--- src/rtl/xillybus_lite_regs.sv ---
// Xillybus Lite register-file responder: ID/CTRL/STATUS/SCRATCH, a free-running timestamp
// and an event FIFO pushed by fabric and popped by host reads, with a level-threshold IRQ.
module xillybus_lite_regs #(
  parameter logic [31:0] ID_VALUE   = 32'h4D5A_0001,
  parameter int unsigned FIFO_DEPTH = 16,
  parameter int unsigned ADDR_W     = 5
) (
  input  logic        user_clk,
  input  logic        user_rst,
  input  logic        user_wren,
  input  logic [3:0]  user_wstrb,
  input  logic        user_rden,
  input  logic [31:0] user_addr,
  input  logic [31:0] user_wr_data,
  output logic [31:0] user_rd_data,
  output logic        user_irq,
  input  logic        evt_valid,
  input  logic [31:0] evt_data,
  output logic [31:0] ctrl_out
);

  localparam int unsigned PtrW = $clog2(FIFO_DEPTH);
  localparam int unsigned LvlW = PtrW + 1;

  logic [31:0]     ctrl_q, ctrl_d;
  logic [31:0]     scratch_q, scratch_d;
  logic [31:0]     ts_q, ts_d;
  logic [31:0]     rd_data_q, rd_data_d;
  logic            irq_q;
  logic            pend_q, pend_d;
  logic            ovf_q, ovf_d;
  logic            udf_q, udf_d;
  logic [PtrW-1:0] wr_ptr_q, rd_ptr_q;
  logic [LvlW-1:0] level_q, level_d;
  logic [31:0]     mem [FIFO_DEPTH];

  logic [31:0] sel;
  logic        empty, full, pop_req, do_pop, do_push, wr_status;
  logic [31:0] fifo_head, status, lvl_ext;

  logic unused_addr;
  assign unused_addr = ^{user_addr[31:ADDR_W], user_addr[1:0]};

  function automatic logic [31:0] merge(input logic [31:0] old, input logic [31:0] nw,
                                        input logic [3:0] strb);
    logic [31:0] res;
    res = old;
    for (int i = 0; i < 4; i++) begin
      if (strb[i]) res[8*i +: 8] = nw[8*i +: 8];
    end
    return res;
  endfunction

  always_comb begin
    sel       = 32'(user_addr[ADDR_W-1:2]);
    empty     = (level_q == '0);
    full      = (32'(level_q) == FIFO_DEPTH);
    pop_req   = user_rden && (sel == 32'd4);
    do_pop    = pop_req && !empty;
    // A full FIFO still accepts a push when the same cycle frees a slot.
    do_push   = evt_valid && (!full || do_pop);
    level_d   = level_q + LvlW'(do_push) - LvlW'(do_pop);
    wr_status = user_wren && (sel == 32'd2) && user_wstrb[0];
    fifo_head = empty ? 32'h0 : mem[rd_ptr_q];
    lvl_ext   = 32'(level_q);

    status        = 32'h0;
    status[0]     = pend_q;
    status[1]     = empty;
    status[2]     = full;
    status[3]     = ovf_q;
    status[4]     = udf_q;
    status[23:16] = lvl_ext[7:0];

    ctrl_d    = (user_wren && sel == 32'd1) ? merge(ctrl_q, user_wr_data, user_wstrb) : ctrl_q;
    scratch_d = (user_wren && sel == 32'd3) ? merge(scratch_q, user_wr_data, user_wstrb)
                                            : scratch_q;
    ts_d      = (user_wren && sel == 32'd5 && user_wstrb != 4'h0) ? 32'h0 : ts_q + 32'd1;

    // Set conditions take priority over write-1-to-clear.
    pend_d = ((ctrl_q[15:8] != 8'h0) && (32'(level_d) >= 32'(ctrl_q[15:8])))
             || (pend_q && !(wr_status && user_wr_data[0]));
    ovf_d  = (evt_valid && full && !do_pop) || (ovf_q && !(wr_status && user_wr_data[3]));
    udf_d  = (pop_req && empty) || (udf_q && !(wr_status && user_wr_data[4]));

    rd_data_d = rd_data_q;
    if (user_rden) begin
      case (sel)
        32'd0:   rd_data_d = ID_VALUE;
        32'd1:   rd_data_d = ctrl_q;
        32'd2:   rd_data_d = status;
        32'd3:   rd_data_d = scratch_q;
        32'd4:   rd_data_d = fifo_head;
        32'd5:   rd_data_d = ts_q;
        default: rd_data_d = 32'h0;
      endcase
    end
  end

  always_ff @(posedge user_clk) begin
    if (user_rst) begin
      ctrl_q    <= 32'h0;
      scratch_q <= 32'h0;
      ts_q      <= 32'h0;
      rd_data_q <= 32'h0;
      irq_q     <= 1'b0;
      pend_q    <= 1'b0;
      ovf_q     <= 1'b0;
      udf_q     <= 1'b0;
      wr_ptr_q  <= '0;
      rd_ptr_q  <= '0;
      level_q   <= '0;
    end else begin
      ctrl_q    <= ctrl_d;
      scratch_q <= scratch_d;
      ts_q      <= ts_d;
      rd_data_q <= rd_data_d;
      irq_q     <= pend_q & ctrl_q[0];
      pend_q    <= pend_d;
      ovf_q     <= ovf_d;
      udf_q     <= udf_d;
      wr_ptr_q  <= wr_ptr_q + PtrW'(do_push);
      rd_ptr_q  <= rd_ptr_q + PtrW'(do_pop);
      level_q   <= level_d;
    end
  end

  always_ff @(posedge user_clk) begin
    if (!user_rst && do_push) mem[wr_ptr_q] <= evt_data;
  end

  assign user_rd_data = rd_data_q;
  assign user_irq     = irq_q;
  assign ctrl_out     = ctrl_q;

endmodule

--- config.mk ---
export PLATFORM = sky130hd
export DESIGN_NAME = xillybus_lite_regs
export DESIGN_NICKNAME = d
export VERILOG_FILES = /design/src/rtl/xillybus_lite_regs.sv
export SDC_FILE = /design/constraint.sdc
export NUM_CORES = 1
export LEC_CHECK = 0
export CAP_MARGIN = 20
export CORE_MARGIN = 5
export CORE_UTILIZATION = 40
export CTS_BUF_LIST = sky130_fd_sc_hd__clkbuf_16
export CTS_CLUSTER_SIZE = 20
export DETAILED_ROUTE_END_ITERATION = 12
export GPL_TIMING_DRIVEN = 0
export PLACE_DENSITY = 0.57
export SKIP_LAST_GASP = 1
export SLEW_MARGIN = 20
export SYNTH_ARGS = -nofsm -noshare
export SYNTH_HDL_FRONTEND = slang
export SYNTH_SLANG_ARGS = --single-unit
--- constraint.sdc ---
create_clock -name user_clk -period 11.35 [get_ports user_clk]
set_clock_uncertainty 0.15 [all_clocks]
set_input_delay 2.27 -clock user_clk [delete_from_list [all_inputs] [get_ports user_clk]]
set_output_delay 2.27 -clock user_clk [all_outputs]
set_load 0.005 [all_outputs]
* Word level (Yosys, flattened, before mapping)
Memory sizes are Yosys's and may differ from the RTL's. A register that Yosys moved wholly into a read port is not among the register bits. Index checks and enable logic that the tools add are counted.
Storage, ports and cells: register bits after elaboration 145, bits in writable memories 512, bits of input ports 105, output and inout port bits 65, word-level logic and storage cells 80, memories kept 1
Operators by class: add/subtract/negate cells 5, order comparisons 1, equality and inequality tests 6, multiplexer cells 5, bitwise gates (word level) 1, reduce and logical (&&, ||, !) cells 44
Memory list:
- mem | words 16, bits a word 32, rd ports 1, clocked after Yosys merged registers in 1, write ports 1, line 35 | logic [31:0] mem [FIFO_DEPTH];
Operator list (number):
- 32-bit one-hot mux with 6 select lines | 1
- 32-bit by 1-bit adder with 32-bit output (second input constant) | 1
- 32-bit 2-to-1 mux | 1
- 1-bit logical AND | 20
- 2-bit AND reduction | 8
- 4-bit by 1-bit adder with 4-bit output | 2
- 5-bit by 8-bit >= comparator with 1-bit output | 1
- 8-bit nonzero test | 1
- 1-bit zero test | 7
- 3-bit by 2-bit equality test with 1-bit output (second input constant) | 2
- 3-bit equality test (second input constant) | 2
- 5-bit by 1-bit adder with 5-bit output | 1
- 5-bit equality test (second input constant) | 1
- 5-bit zero test | 1
- 5-bit by 1-bit subtractor with 5-bit output | 1
- 1-bit logical OR | 4
- 4-bit 2-to-1 mux | 1
- 4-bit nonzero test | 1
- 3-bit by 1-bit equality test with 1-bit output (second input constant) | 1
- 3-bit zero test | 1
- 1-bit 2-to-1 mux | 2
- 2-bit OR reduction | 1
- 1-bit bitwise AND | 1

* Depth between registers and ports, before layout
depth after elaboration 10, gate-level depth with buffers 14, depth with buffers taken out 14

* Worst setup path before layout
Ideal clock, no wire load.
path kind in2reg, start point in user_addr[4], end point mem mem[13][0], enable pin, setup time 501 ps, arrival 6100 ps, required time 10699 ps, slack 4599 ps, stages 5, buffers on the path 1, cells stage by stage buf_2 > and4bb_2 > nand4b_1 > nand2_1 > nor4_1
On the way: longest elaborated chain between the ends 8
Ends and longest elaborated chain:
- from (decl) | line 13 | input logic [31:0] user_addr,
- 3-bit equality test | line 58 | pop_req = user_rden && (sel == 32'd4);
- 1-bit logical AND | line 58
- 1-bit logical AND | line 59 | do_pop = pop_req && !empty;
- 1-bit logical OR | line 61 | do_push = evt_valid && (!full || do_pop);
- 1-bit logical AND | line 61
- 1-bit logical AND | line 129 | if (!user_rst && do_push) mem[wr_ptr_q] <= evt_data;
- 1-bit 2-to-1 mux | line 129
- 1-bit 2-to-1 mux (not written as such) | line 129
- to (decl) | line 35
No other way between the ends.

* Worst setup path in the final report
start point in user_rst, end point mem mem[1][12], enable pin
On the way: longest elaborated chain between the ends 4
Ends and longest elaborated chain:
- from (decl) | line 9 | input logic user_rst,
- 1-bit zero test | line 129
- 1-bit logical AND | line 129
- 1-bit 2-to-1 mux | line 129
- 1-bit 2-to-1 mux (not written as such) | line 129
No other way between the ends.

==> results_dict.tcl <==
set metrics [dict create \
    criticalPathCategory "in -> reg" \
    crit_path_cell_trace "clkdlybuf4s50_1 > clkbuf_1 > clkbuf_1 > nor4_2 > buf_4 > buf_2 > buf_2 > buf_4" \
    outcome "finished, final reports clean" \
    relative_contribution_of_the_clock_network_to_total_power_pct 43.1 \
    initialDrtViolationCount 1860 \
    crit-reg2reg-launch "level_q[2]" \
    cp-end-kind "register" \
    drc_errors 0 \
    die_height_um 265 \
    grt_overflow_total 0 \
    postSynthAreaPerCell_um2 16.4 \
    async_reset_ff_share_pct 0 \
    cell_internal_pwr_w 0.00412 \
    synth-warning-count 0 \
    vias_per_cell 5.63 \
    die_w_um 265 \
    p_sw_w 0.00117 \
    hold_path_class "reg -> reg" \
    synth_enable_flop_cells 512 \
    num-nets-final 1972 \
    netlist.top_cell.by_area "edfxtp_1" \
    all_layer_gr_usage_pct 20.5 \
    max_clock_freq_mhz 189 \
    design_power_total_w 0.00530 \
    design.core.area_mm2 0.0643 \
    syn-instance-count 1588 \
    clock_tree.root_cell "clkbuf_16" \
    maximum_number_of_pins_on_one_net_before_global_route_repair 18 \
    route.antenna.remaining_nets 0 \
    postSynth.topFlopCell "edfxtp_1" \
    holdBufCountCts 0 \
    post_route_cells_drive_above_1_share_pct 19.4 \
    hold_ws_ps 304 \
    grt_setup_unrepaired "false" \
    drv_cap 0 \
    synth_cell_types 55 \
    setup.reg_to_reg.worst_slack_ps 7660 \
    cp_num_buf_inv 7 \
    mapped_nets 1709 \
    area_delta_synth_final_pct 21.8 \
    design.portCount 170 \
    yosys.area.top_type_share_pct 59.2 \
    worst-endpoint-required_ps 11490 \
    dr_wl_cell_um 26.4 \
    irDropWorstVdd_v 0.0000952 \
    detail_route.first_pass.iterations 5 \
    worstHoldPathCells 2 \
    routed-via-count 15500 \
    timing.max_slew.rel_slack_pct 35.3 \
    synth_seq_area_share_pct 70.3 \
    cts_buffers 70 \
    power.share.sequential_pct 50.4 \
    path_max_fanout 10 \
    crit_path_max_incr_delay_ps 760 \
    cts_resized 0 \
    cts.htree.levels 3 \
    place.port_buffers 136 \
    max_slew.worst_pin.slew_ps 971 \
    grt_pass1_vias 15700 \
    gp_congestion 0.883 \
    pre_cts_slack_ps 5490 \
    hold_violations 0 \
    initial_core_util_pct 40.4 \
    critical_path_arrival_ps 5440 \
    dp_hpwl_um 52100 \
    finalWorstSetupSlack_ps 6050 \
    worst_r2r_endpoint "pend_q" \
    netSwitchingFraction_pct 22.1 \
    crit_family "buffers and inverters" \
    hold_start "scratch_q[11]" \
    timing.final.max_slew_violations 0 \
    critPathSlowestCell "nor4_2" \
    rr_worst_depth 13 \
    antenna_found_initial 4 \
    timing.final.setup_violations 0 \
    fin_crit_sh_pct 46.7 \
    synth-seq-cells 657 \
    p_leak_nw 9.98 \
    clkSinkCount 657 \
    tritoncts "yes" \
    first_pass_grt_wire_length_um 107000 \
    dieArea_mm2 0.0702 \
    min_period_ps 5300 \
    postRouteWirelength_um 73000 \
    post_cts_buffers 0 \
    mappedNetlistArea_mm2 0.0260 \
    clkTransAtPathRegs_ps 60 \
    fp-row-count 93 \
    ctsLongestPathBuffers 3 \
    worstSkewPairLatency_ps 610 \
    whs_endpoint "scratch_q[11]" \
    p_comb_share_pct 6.5 \
    critPathLaunchType "input pin" \
    netlist_top_cells_area "edfxtp_1 (59%), dfxtp_1 (11%), mux4_2 (11%)" \
    antenna_cells 0 \
    power.density_mw_per_mm2 167 \
]
## worst register-to-register path, stage by stage (launching register included)
cell	delay, ps
dfxtp_1	370
inv_1	100
ha_1	220
nor4b_2	550
nand2b_1	210
inv_1	130
o21ai_0	220
ha_1	230
fa_1	440
ha_1	280
a21o_1	160
a21o_1	170
a211oi_1	240
o21ai_0	100
## final cells by class
type	instances	area [um^2]
clock buffer	75	1880
fill	5355	32700
clock inverter	54	434
tap	855	1070
timing repair buffer	191	2160
buffer	94	420
inverter	17	63.8
sequential	657	18300
multi-input combinational	820	7330
## stage by stage
step	cells	TNS [ps]	util [%]	area, um^2
floorplan	1588	0	-	26000
global placement	2579	-95390	44.2	28400
detailed placement	2634	0	45.6	29300
CTS	2763	0	49.2	31600
global route	2763	0	49.2	31600
finish	2763	0	49.2	31600
## metal layers
layer / global-route usage, % / routed length [um]
met4: 5.34 / 1410
met5: 0 / 48
met3: 3.59 / 5250
met2: 33.4 / 35100
met1: 28.9 / 31200
## kinds of logic (layout without fill, tap and decap cells)
group                      count (synthesis)  count (layout)  synth area share [%]
muxes                                    220             220                  14.6
buffers and inverters                    111             431                  1.86
and+or+nand+nor                          351             351                  6.45
adders and majority gates                 16              16                 0.799
xor gates and xnor gates                  37              37                  1.25
AOI/OAI and AO/OA                        196             196                  4.73
DFF                                      657             657                  70.3
## Yosys cell counts, types with 13 or more instances
| cell type | count |
|---|---|
| inv_1 | 17 |
| nand3_1 | 88 |
| a222oi_1 | 20 |
| edfxtp_1 | 512 |
| ha_1 | 15 |
| nor2_1 | 65 |
| o21ai_0 | 35 |
| nor2b_1 | 14 |
| o21ai_1 | 18 |
| nand2_1 | 116 |
| clkbuf_1 | 53 |
| mux2i_1 | 72 |
| mux2_2 | 24 |
| a21oi_1 | 77 |
| buf_2 | 33 |
| xor2_1 | 13 |
| xnor2_1 | 24 |
| mux4_2 | 124 |
| dfxtp_1 | 145 |
## worst max path at each step
stage / startpoint / end / slack [ps] / cells after the start
2_1_floorplan: user_addr[4] / mem[13][0] / 4600 / 5
3_5_place_dp: user_addr[2] / mem[10][11] / 5490 / 8
3_3_place_gp: user_rst / mem[9][9] / -780 / 4
4_1_cts: user_rst / mem[1][12] / 6100 / 8
5_1_grt: user_addr[2] / pend_q / 5920 / 13
6_report: user_rst / mem[1][12] / 6050 / 8
## power by group through the flow
| stage | combinational (W) | sequential, W | clock, W |
|---|---|---|---|
| 6_report | 0.000346 | 0.00267 | 0.00228 |
| 5_1_grt | 0.000377 | 0.00267 | 0.00242 |
| 4_1_cts | 0.000348 | 0.00267 | 0.00232 |
| 3_5_place_dp | 0.000345 | 0.00272 | 0 |
| 3_3_place_gp | 0.000318 | 0.00272 | 0 |
| 2_1_floorplan | 0.000187 | 0.00271 | 0 |
## flip-flops by register name (all words and copies together) (netlist names)
register,count
mem,512
ctrl_out,32
scratch_q,32
ts_q,32
user_rd_data,32
level_q,5
rd_ptr_q,4
wr_ptr_q,4
ovf_q,1
pend_q,1
udf_q,1
user_irq,1
## placed cells by master (no fill, tap or decap), types with 5 or more instances in the layout
master and count:
a21oi_1 77, a221oi_1 5, a222oi_1 20, a22o_1 5, a31oi_1 5, and3_1 8
buf_16 20, buf_2 55, buf_4 11, bufinv_16 6, clkbuf_1 53, clkbuf_16 75
clkdlybuf4s50_1 136, clkinv_1 13, clkinv_2 14, dfxtp_1 145, edfxtp_1 512, ha_1 15
inv_1 27, mux2_2 24, mux2i_1 72, mux4_2 124, nand2_1 116, nand2b_1 8
nand3_1 88, nand4_1 6, nor2_1 53, nor2_4 12, nor2b_1 14, nor3_1 11
nor4_1 7, o21ai_0 35, o21ai_1 18, o221ai_1 7, xnor2_1 24, xor2_1 13
(Power assumes the default switching activity.)
==> RTL edit, RTL diff (same flow settings) <==
Take the reset off `ts_q` and load it in a clocked block of its own.
--- a/src/rtl/xillybus_lite_regs.sv
+++ b/src/rtl/xillybus_lite_regs.sv
@@ -101,7 +101,6 @@
     if (user_rst) begin
       ctrl_q    <= 32'h0;
       scratch_q <= 32'h0;
-      ts_q      <= 32'h0;
       rd_data_q <= 32'h0;
       irq_q     <= 1'b0;
       pend_q    <= 1'b0;
@@ -113,7 +112,6 @@
     end else begin
       ctrl_q    <= ctrl_d;
       scratch_q <= scratch_d;
-      ts_q      <= ts_d;
       rd_data_q <= rd_data_d;
       irq_q     <= pend_q & ctrl_q[0];
       pend_q    <= pend_d;
@@ -126,6 +124,10 @@
   end
 
   always_ff @(posedge user_clk) begin
+    ts_q <= ts_d;
+  end
+
+  always_ff @(posedge user_clk) begin
     if (!user_rst && do_push) mem[wr_ptr_q] <= evt_data;
   end
 
Formal check against the unedited RTL: not equivalent (Yosys sat finds a counterexample within 4 cycles, from zero or initial values and one cycle with user_rst high).
==> RTL edit against the unedited design <==
Wire length shrank 2.0%; synthesized cell count shrank 1.6%; maximum frequency down 7.0%; worst setup slack worse by 400 ps; first-iteration DRC count down 22%; total power rose by 0.95%; register-to-register slack worse by 250 ps; design area rose by 0.76%; sequential cell count unchanged; synthesized area rose by 1.2%; critical path type unchanged.
==> RTL edit: results (changes against the unedited design) <==
Place
  • RePlAce Congestion: 0.827 (was 0.883)
  • Setup WS pre-CTS: 5040 ps (was 5490 ps)
  • Detailed Place HPWL: 50,600 um (was 52,100 um)
  • Placed cell areas: 29,600 um2 (was 29,300 um2)

Yosys
  • Synth Area in Compound Gates: 4.82% (was 4.73%)
  • Distinct cell type count of the synthesized netlist: 59 (was 55)
  • Post-synthesis xor/xnor area fraction: 1.23% (was 1.25%)
  • Adder-cell share of the synthesized area: 0.790% (was 0.799%)
  • Top post-synthesis cells by area: edfxtp_1 (58%), dfxtp_1 (11%), mux4_2 (8.1%) (was edfxtp_1 (59%), dfxtp_1 (11%), mux4_2 (11%))
  • Multiplexer share of the synthesized area: 15.1% (was 14.6%)
  • Top cells by count, synth: edfxtp_1 (512), dfxtp_1 (145), nand2_1 (111) (was edfxtp_1 (512), dfxtp_1 (145), mux4_2 (124))
  • Sequential area share after synthesis: 69.5% (was 70.3%)
  • Synth Area per Inst: 16.8 um2 (was 16.4 um2)

Worst setup path
  • R2R cell count: 14 (was 13)
  • Crit. Startpoint: user_addr[2] (was user_rst)
  • Reg2reg setup slack: 7410 ps (was 7660 ps)
  • CP arrival: 6030 ps (was 5440 ps)

Detailed routing
  • Via count: 15,300 (was 15,500)
  • Detailed Route Iter0 Violations: 1,460 (was 1,860)
  • DRT met1 WL: 30,700 um (was 31,200 um)

Pwr
  • Internal Power: 4.12 mW (about the same)
  • Max rail drop VDD: 0.119 mV (was 0.0952 mV)
  • Leak: 10.3 nW (was 9.98 nW)

Final layout
  • Number of non-clock inverters: 20 (was 17)
  • Non-clock buffer count: 298 (was 285)
  • Sequential portion of the cell area: 57.3% (was 57.8%)
  • Fill count: 5,517 (was 5,355)
  • Nets: 1,967 (was 1,972)
  • Area of the multi-input gates: 7480 um2 (was 7330 um2)
  • # diodes: 1 (was 0)
  • Post-layout util: 48.7% (was 49.2%)
  • Flip-flop and latch count: 657 (unchanged)
  • Multi-input gates: 797 (was 820)

GRT
  • Met2 Resource Use GR: 32.2% (was 33.4%)
  • GRT met1 Usage: 27.7% (was 28.9%)
  • Largest net degree at the start of global routing: 17 (was 18)
  • Met3 usage: 4.89% (was 3.59%)
  • First-pass GRT wire length: 105,000 um (was 107,000 um)

Outcome
  • Outcome: finished clean (unchanged)

Die
  • Core area: 65,500 um2 (was 64,300 um2)

STA
  • Setup WS post-layout: 5650 ps (was 6050 ps)
  • Final hold slack: 307 ps (was 304 ps)
[RTL edit: cell count changes after synthesis, moves of 9 or more]
| cell | delta |
|---|---|
| mux4_2 | -29 |
| buf_6 | +9 |
| o221ai_1 | +25 |
| a222oi_1 | -18 |
| mux2_2 | -20 |
| nand3_1 | -9 |
| clkbuf_1 | -24 |
| mux4_1 | +33 |
| mux2i_1 | +20 |
| a22oi_1 | +29 |
| o21ai_1 | -18 |
| nor2_1 | -14 |
[RTL edit: worst max-delay path, cell delays in order]
cell,delay (ps)
clkdlybuf4s50_1,600
and4bb_2,300
o41ai_1,490
buf_2,400
o21ai_0,130
ha_1,220
fa_1,430
a21oi_1,170
o21bai_1,100
xnor2_1,290
ha_1,300
o221ai_1,190
o21ai_0,130
[RTL edit: power by group through the flow]
stage                     logic (mW)  registers [mW]  clock network, mW
after floorplan                0.221            2.74                  0
after CTS                      0.400            2.70               2.29
after global placement         0.361            2.75                  0
final                          0.398            2.70               2.25
after detailed placement       0.397            2.75                  0
after global routing           0.433            2.71               2.40
